$ cat config.mk
export PLATFORM = sky130hd
export DESIGN_NAME = fetch_stage
export DESIGN_NICKNAME = d
export VERILOG_FILES = /design/src/rtl/proc_pkg.sv /design/src/rtl/if_id_reg.sv /design/src/rtl/fetch_stage.sv
export SDC_FILE = /design/constraint.sdc
export NUM_CORES = 1
export LEC_CHECK = 0
export ABC_CLOCK_PERIOD_IN_PS = 7000
export CAP_MARGIN = 0
export CORE_ASPECT_RATIO = 1.4
export CORE_UTILIZATION = 45
export CTS_BUF_LIST = sky130_fd_sc_hd__clkbuf_16
export CTS_CLUSTER_SIZE = 12
export DETAILED_ROUTE_END_ITERATION = 12
export GPL_TIMING_DRIVEN = 1
export PLACE_DENSITY_LB_ADDON = 0.2
export REMOVE_ABC_BUFFERS = 1
export SLEW_MARGIN = 20
export SYNTH_ARGS = -nofsm -noshare
export SYNTH_HDL_FRONTEND = slang
export SYNTH_HIERARCHICAL = 1
export SYNTH_SLANG_ARGS = --single-unit
export TNS_END_PERCENT = 20
$ cat constraint.sdc
create_clock -name clk -period 7 [get_ports clk]
set_clock_uncertainty 0.15 [all_clocks]
set_input_delay 1.05 -clock clk [delete_from_list [all_inputs] [get_ports clk]]
set_output_delay 1.05 -clock clk [all_outputs]
set_load 0.02 [all_outputs]
$ cat src/rtl/proc_pkg.sv
// rtl/proc_pkg.sv - shared processor constants, field positions and fetch state encoding
package proc_pkg;

    localparam int          PC_W_DEF     = 16;
    localparam int          INSTR_W_DEF  = 16;
    localparam logic [15:0] RESET_PC_DEF = 16'h0000;

    localparam int OPC_HI   = 15;
    localparam int OPC_LO   = 12;
    localparam int FUNCT_HI = 3;
    localparam int FUNCT_LO = 0;

    localparam logic [3:0] OP_RTYPE = 4'h0;
    localparam logic [3:0] OP_LW    = 4'h1;
    localparam logic [3:0] OP_SW    = 4'h2;
    localparam logic [3:0] OP_ADDI  = 4'h3;
    localparam logic [3:0] OP_BEQ   = 4'h4;
    localparam logic [3:0] OP_BNE   = 4'h5;
    localparam logic [3:0] OP_JMP   = 4'h6;

    localparam logic [3:0] FN_ADD = 4'h0;
    localparam logic [3:0] FN_SUB = 4'h1;
    localparam logic [3:0] FN_SLL = 4'h2;
    localparam logic [3:0] FN_AND = 4'h3;

    typedef enum logic [1:0] {
        ST_IDLE  = 2'd0,
        ST_FETCH = 2'd1,
        ST_HOLD  = 2'd2,
        ST_DROP  = 2'd3
    } fetch_state_t;

endpackage

$ cat src/rtl/if_id_reg.sv
// rtl/if_id_reg.sv - IF/ID pipeline register with load, hold, flush and valid bit
module if_id_reg
    import proc_pkg::*;
#(
    parameter int PC_W    = PC_W_DEF,
    parameter int INSTR_W = INSTR_W_DEF
) (
    input  logic               clk,
    input  logic               rst,
    input  logic               flush,
    input  logic               load,
    input  logic               stall,
    input  logic [INSTR_W-1:0] load_instr,
    input  logic [PC_W-1:0]    load_pc,
    output logic               if_id_valid,
    output logic [INSTR_W-1:0] if_id_instr,
    output logic [PC_W-1:0]    if_id_pc,
    output logic [PC_W-1:0]    if_id_pc_plus1
);

    localparam logic [PC_W-1:0] PC_ONE = {{(PC_W-1){1'b0}}, 1'b1};

    // Flush beats load; an unstalled cycle with nothing to load becomes a bubble.
    always_ff @(posedge clk or posedge rst) begin
        if (rst) begin
            if_id_valid    <= 1'b0;
            if_id_instr    <= '0;
            if_id_pc       <= '0;
            if_id_pc_plus1 <= '0;
        end else if (flush) begin
            if_id_valid <= 1'b0;
        end else if (load) begin
            if_id_valid    <= 1'b1;
            if_id_instr    <= load_instr;
            if_id_pc       <= load_pc;
            if_id_pc_plus1 <= load_pc + PC_ONE;
        end else if (!stall) begin
            if_id_valid <= 1'b0;
        end
    end

endmodule

$ cat src/rtl/fetch_stage.sv
// rtl/fetch_stage.sv - instruction fetch FSM, pc, one-entry hold buffer and IF/ID register
module fetch_stage
    import proc_pkg::*;
#(
    parameter int              PC_W     = PC_W_DEF,
    parameter int              INSTR_W  = INSTR_W_DEF,
    parameter logic [PC_W-1:0] RESET_PC = RESET_PC_DEF
) (
    input  logic               clk,
    input  logic               rst,
    input  logic               stall,
    input  logic               redirect_valid,
    input  logic [PC_W-1:0]    redirect_pc,
    output logic               imem_req,
    output logic [PC_W-1:0]    imem_addr,
    input  logic               imem_ack,
    input  logic [INSTR_W-1:0] imem_rdata,
    output logic               if_id_valid,
    output logic [INSTR_W-1:0] if_id_instr,
    output logic [PC_W-1:0]    if_id_pc,
    output logic [PC_W-1:0]    if_id_pc_plus1,
    output logic [3:0]         opcode,
    output logic [3:0]         function_code
);

    localparam logic [PC_W-1:0] PC_ONE = {{(PC_W-1){1'b0}}, 1'b1};

    fetch_state_t       state_q, state_d;
    logic [PC_W-1:0]    pc_q, pc_d;
    logic [PC_W-1:0]    drop_addr_q, drop_addr_d;
    logic               hb_valid_q, hb_valid_d;
    logic [INSTR_W-1:0] hb_instr_q, hb_instr_d;
    logic [PC_W-1:0]    hb_pc_q, hb_pc_d;

    logic               flush;
    logic               load;
    logic [INSTR_W-1:0] load_instr;
    logic [PC_W-1:0]    load_pc;

    always_ff @(posedge clk or posedge rst) begin
        if (rst) begin
            state_q <= ST_IDLE;
        end else begin
            state_q <= state_d;
        end
    end

    always_ff @(posedge clk or posedge rst) begin
        if (rst) begin
            pc_q        <= RESET_PC;
            drop_addr_q <= '0;
            hb_valid_q  <= 1'b0;
            hb_instr_q  <= '0;
            hb_pc_q     <= '0;
        end else begin
            pc_q        <= pc_d;
            drop_addr_q <= drop_addr_d;
            hb_valid_q  <= hb_valid_d;
            hb_instr_q  <= hb_instr_d;
            hb_pc_q     <= hb_pc_d;
        end
    end

    always_comb begin
        state_d     = state_q;
        pc_d        = pc_q;
        drop_addr_d = drop_addr_q;
        hb_valid_d  = hb_valid_q;
        hb_instr_d  = hb_instr_q;
        hb_pc_d     = hb_pc_q;
        flush       = 1'b0;
        load        = 1'b0;
        load_instr  = imem_rdata;
        load_pc     = pc_q;

        case (state_q)
            ST_IDLE: begin
                // Any ack seen here belongs to a request abandoned by reset.
                state_d = ST_FETCH;
                if (redirect_valid) begin
                    flush = 1'b1;
                    pc_d  = redirect_pc;
                end
            end
            ST_FETCH: begin
                if (redirect_valid) begin
                    flush      = 1'b1;
                    pc_d       = redirect_pc;
                    hb_valid_d = 1'b0;
                    if (!imem_ack) begin
                        state_d     = ST_DROP;
                        drop_addr_d = pc_q;
                    end
                end else if (imem_ack) begin
                    pc_d = pc_q + PC_ONE;
                    if (!if_id_valid || !stall) begin
                        load = 1'b1;
                    end else begin
                        hb_valid_d = 1'b1;
                        hb_instr_d = imem_rdata;
                        hb_pc_d    = pc_q;
                        state_d    = ST_HOLD;
                    end
                end
            end
            ST_HOLD: begin
                if (redirect_valid) begin
                    flush      = 1'b1;
                    pc_d       = redirect_pc;
                    hb_valid_d = 1'b0;
                    state_d    = ST_FETCH;
                end else if (!stall) begin
                    load       = hb_valid_q;
                    load_instr = hb_instr_q;
                    load_pc    = hb_pc_q;
                    hb_valid_d = 1'b0;
                    state_d    = ST_FETCH;
                end
            end
            ST_DROP: begin
                // The outstanding response is wrong-path; wait it out, then refetch.
                if (redirect_valid) begin
                    flush = 1'b1;
                    pc_d  = redirect_pc;
                end
                if (imem_ack) begin
                    state_d = ST_FETCH;
                end
            end
            default: begin
                state_d = ST_IDLE;
            end
        endcase
    end

    assign imem_req  = (state_q == ST_FETCH) || (state_q == ST_DROP);
    assign imem_addr = (state_q == ST_DROP) ? drop_addr_q : pc_q;

    if_id_reg #(
        .PC_W    (PC_W),
        .INSTR_W (INSTR_W)
    ) u_if_id_reg (
        .clk            (clk),
        .rst            (rst),
        .flush          (flush),
        .load           (load),
        .stall          (stall),
        .load_instr     (load_instr),
        .load_pc        (load_pc),
        .if_id_valid    (if_id_valid),
        .if_id_instr    (if_id_instr),
        .if_id_pc       (if_id_pc),
        .if_id_pc_plus1 (if_id_pc_plus1)
    );

    assign opcode        = if_id_valid ? if_id_instr[OPC_HI:OPC_LO]     : 4'h0;
    assign function_code = if_id_valid ? if_id_instr[FUNCT_HI:FUNCT_LO] : 4'h0;

endmodule

==> metrics.md <==
| Metric | Value |
|---|---|
| Outcome | `finished, violations left` |
| Failing checks | `DRC` |
| Yosys top cell area share | `50.26%` |
| H-tree Lvls | `4` |
| Seq/Total Area, Yosys | `50.26%` |
| Via Count | `4180` |
| Maxcap violations | `0` |
| Met1 WL | `5.290 mm` |
| CTS tree | `done` |
| Simple-gate share of the synthesized area | `17.61%` |
| Switching share of total power | `34.72%` |
| Largest family of logic cells by synthesized area | `multiplexers` |
| Synth Area per Inst | `10.70 µm²` |
| Post-detail-place hpwl | `8.663 mm` |
| RSZ-0062 raised after global routing | `no` |
| Mapped cell area | `0.005776 mm²` |
| Synth top area cells | `dfrtp_1 (50%), mux2_2 (16%), nand2_1 (9.2%)` |
| Layout cell share with drive strength beyond 1 | `21.34%` |
| DR pass1 iterations | `8` |
| Tcrit/Tclk final | `54.37%` |
| Xor/xnor share of the synthesized area | `4.094%` |
| Core ar. | `0.01243 mm²` |
| N_diodes | `0` |
| Antenna viol nets, final | `0` |
| Total negative setup slack | `0 ns` |
| Clk pwr share | `23.9%` |
| Chip width | `97.75 µm` |
| Count of hold buffers inserted by post-cts repair | `0` |
| Row Count | `48` |
| Die ar. | `0.01330 mm²` |
| Port Buffers | `110` |
| Hold Path Depth | `2` |
| Hold Crit Class | `flop to flop` |
| Tightest Pin Transition | `0.9231 ns` |
| Maximum buffer depth of the clock tree | `2` |
| CP Capture Type | `output port` |
| Post-synthesis adder-cell area fraction | `1.083%` |
| Synth area leader | `dfrtp_1` |
| CP Max Fanout | `21` |
| Post-synth ARST share | `100.0%` |
| Seq pwr share | `36.1%` |
| LEAKAGE | `3.331 nW` |
| Critical Path Source Type | `flop` |
| # clock sinks | `116` |
| Drt total wl | `12.63 mm` |
| GP Congestion | `0.7620` |
| Io pins | `111` |
| Starting density of the core | `46.46%` |
| Aggregate global routing overflow | `0` |
| Die height | `136.0 µm` |
| Vias per cell | `5.186` |
| Switching power of the nets | `1.030 mW` |
| Final setup viols | `0` |
| GR Util All Layers | `20.02%` |
| Post-CTS Setup Inserts | `0` |
| Mapped Cells | `540` |
| Fmax achieved | `262.8 MHz` |
| Multiplexer share of the synthesized area | `18.11%` |
| Wire length on met2 | `6.646 mm` |
| DRT iter0 DRCs | `229` |
| Power per cell area | `398.9 mW/mm²` |
| Root buffer cell | `clkbuf_16` |
| DRC violations left | `18` |
| Hold Vio Cnt, Final | `0` |
| CP Class | `flop to output port` |
| First-pass GRT wire length | `20.70 mm` |
| Fin crit period | `3.806 ns` |
| Final core occ | `59.80%` |
| Ys flop type | `dfrtp_1` |
| Post-synth EDFFs | `0` |
| Largest net degree at the start of global routing | `68` |
| Critical path arrival | `2.61 ns` |
| Seq cells post-synth | `116` |
| Avg WL per Cell | `15.67 µm` |
| CTS buffer count | `17` |
| Synth unique cells | `48` |
| Layout area overhead | `28.73%` |
| Final net count | `687` |
| Antenna violations before repair | `0` |
| Synth warn | `6` |
| Internal power | `1.936 mW` |
| Worst Path Required | `5.80 ns` |
| Number of global-route vias before repair | `4178` |
| PostCTS Resize Cnt | `0` |
| Register-to-Register Path Depth | `6` |
| WL met3 | `469 µm` |
| Highest Signal Layer | `met4` |
| Combinational power share | `40.1%` |
| Worst skew pair latency | `0.40 ns` |
| Max-slew violations | `0` |
| Slew headroom | `38.46%` |
| CTS clk-pin slew, worst paths | `0.05 ns` |
| Max VDD drop | `0.2150 mV` |
| Compound-Gate Fraction of Synth Area | `5.004%` |
-- sequential cells by signal, indices dropped and copies added, names as in the netlist --
name / flops
u_if_id_reg/if_id_pc_plus1: 16
u_if_id_reg/if_id_instr: 16
hb_instr_q: 16
state_q: 2
u_if_id_reg/if_id_pc: 16
hb_valid_q: 1
drop_addr_q: 16
pc_q: 16
hb_pc_q: 16
u_if_id_reg/if_id_valid: 1
-- worst max-delay path: stages, from the launching register on --
cell and delay, ns:
dfrtp_1 0.41, ha_1 0.79, mux2_2 0.45, clkdlybuf4s50_1 0.55
-- Yosys cell counts, types with 2 or more instances --
cell and instances:
nand4_1 4, o21ai_1 8, dfrtp_1 116, clkbuf_1 12
mux2_4 6, nor2_1 11, mux2_1 4, nor4_2 4
mux2_2 80, nand4_2 2, a21oi_1 5, buf_6 3
and2_1 8, xor2_1 5, o21ai_0 32, a22oi_1 2
a31o_2 2, nor4_1 4, nand3_1 9, nand2_1 141
nand3_4 2, buf_4 5, nand4_4 2, inv_1 11
nor3_1 7, ha_1 5, xnor2_1 22, buf_2 8
-- metrics by stage --
step                worst slack (ns)  cells  instance area [µm²]  total power [mW]  hold WS (ns)
global route                   3.142    806                 7435             3.128        0.3509
finish                         3.194    806                 7435             2.966        0.3196
CTS                            3.182    806                 7433             2.999        0.3263
floorplan                      2.967    510                 5599             1.736        0.2997
global placement               3.078    775                 6930             2.241        0.3104
detailed placement             3.086    776                 6950             2.277        0.3134
-- placed cells by master, fill, tap and decap left out, types with 2 or more instances in the layout --
cell type and count:
a31o_2 2, and2_1 8, nand3_4 2, nand2_1 141, nor4_1 4, o21ai_1 8
buf_4 5, nor3_1 7, inv_2 2, mux2_4 6, clkbuf_16 17, xor2_1 5
nand4_2 2, a22oi_1 2, dfrtp_1 116, o21ai_0 32, clkinv_2 8, nand3_1 9
nor4_2 4, ha_1 5, nor2_1 11, nand4_1 4, clkdlybuf4s50_1 110, xnor2_1 22
inv_1 14, nand4_4 2, mux2_2 80, mux2_1 4, a21oi_1 5
-- metal layers --
metal / vias to the layer above / track usage [%]
met5: - / 0
met4: 0 / 9.091
met3: 16 / 4.422
met2: 90 / 35.19
met1: 2039 / 23.39
li1: 2035 / -
-- cells by family after synthesis --
family                     after synthesis
xor gates and xnor gates                27
adders and majority gates                5
and+or+nand+nor                        206
buffers and inverters                   42
DFF                                    116
AOI/OAI and AO/OA                       53
muxes                                   91
-- path summary, 6_finish.rpt --
kind                       slack, ns                   startpoint                          end
min                             0.32  u_if_id_reg/if_id_instr[10]  u_if_id_reg/if_id_instr[10]
max in group asynchronous       4.99                          rst                   hb_pc_q[3]
min reg2reg                     0.32  u_if_id_reg/if_id_instr[10]  u_if_id_reg/if_id_instr[10]
min in group asynchronous       1.03                          rst   u_if_id_reg/if_id_instr[5]
max                             3.19                   state_q[1]                imem_addr[15]
max reg2reg                     3.99                   state_q[1]                hb_instr_q[3]
-- power groups by stage --
stage | registers [mW] | clock network, mW | logic [mW]
after floorplan | 1.20 | 0 | 0.538
after global placement | 1.07 | 0 | 1.18
after detailed placement | 1.08 | 0 | 1.19
after CTS | 1.07 | 0.725 | 1.20
after global routing | 1.10 | 0.754 | 1.27
final | 1.07 | 0.708 | 1.19
-- final cells by class --
type / instances / area [µm²]
fill: 1069 / 4997
timing repair buffer: 116 / 1159
inverter: 12 / 46.29
clock buffer: 17 / 425.4
clock inverter: 13 / 57.56
tap: 150 / 187.7
multi-input combinational: 382 / 2656
sequential: 116 / 2903
Power figures use the tool's default switching activity.
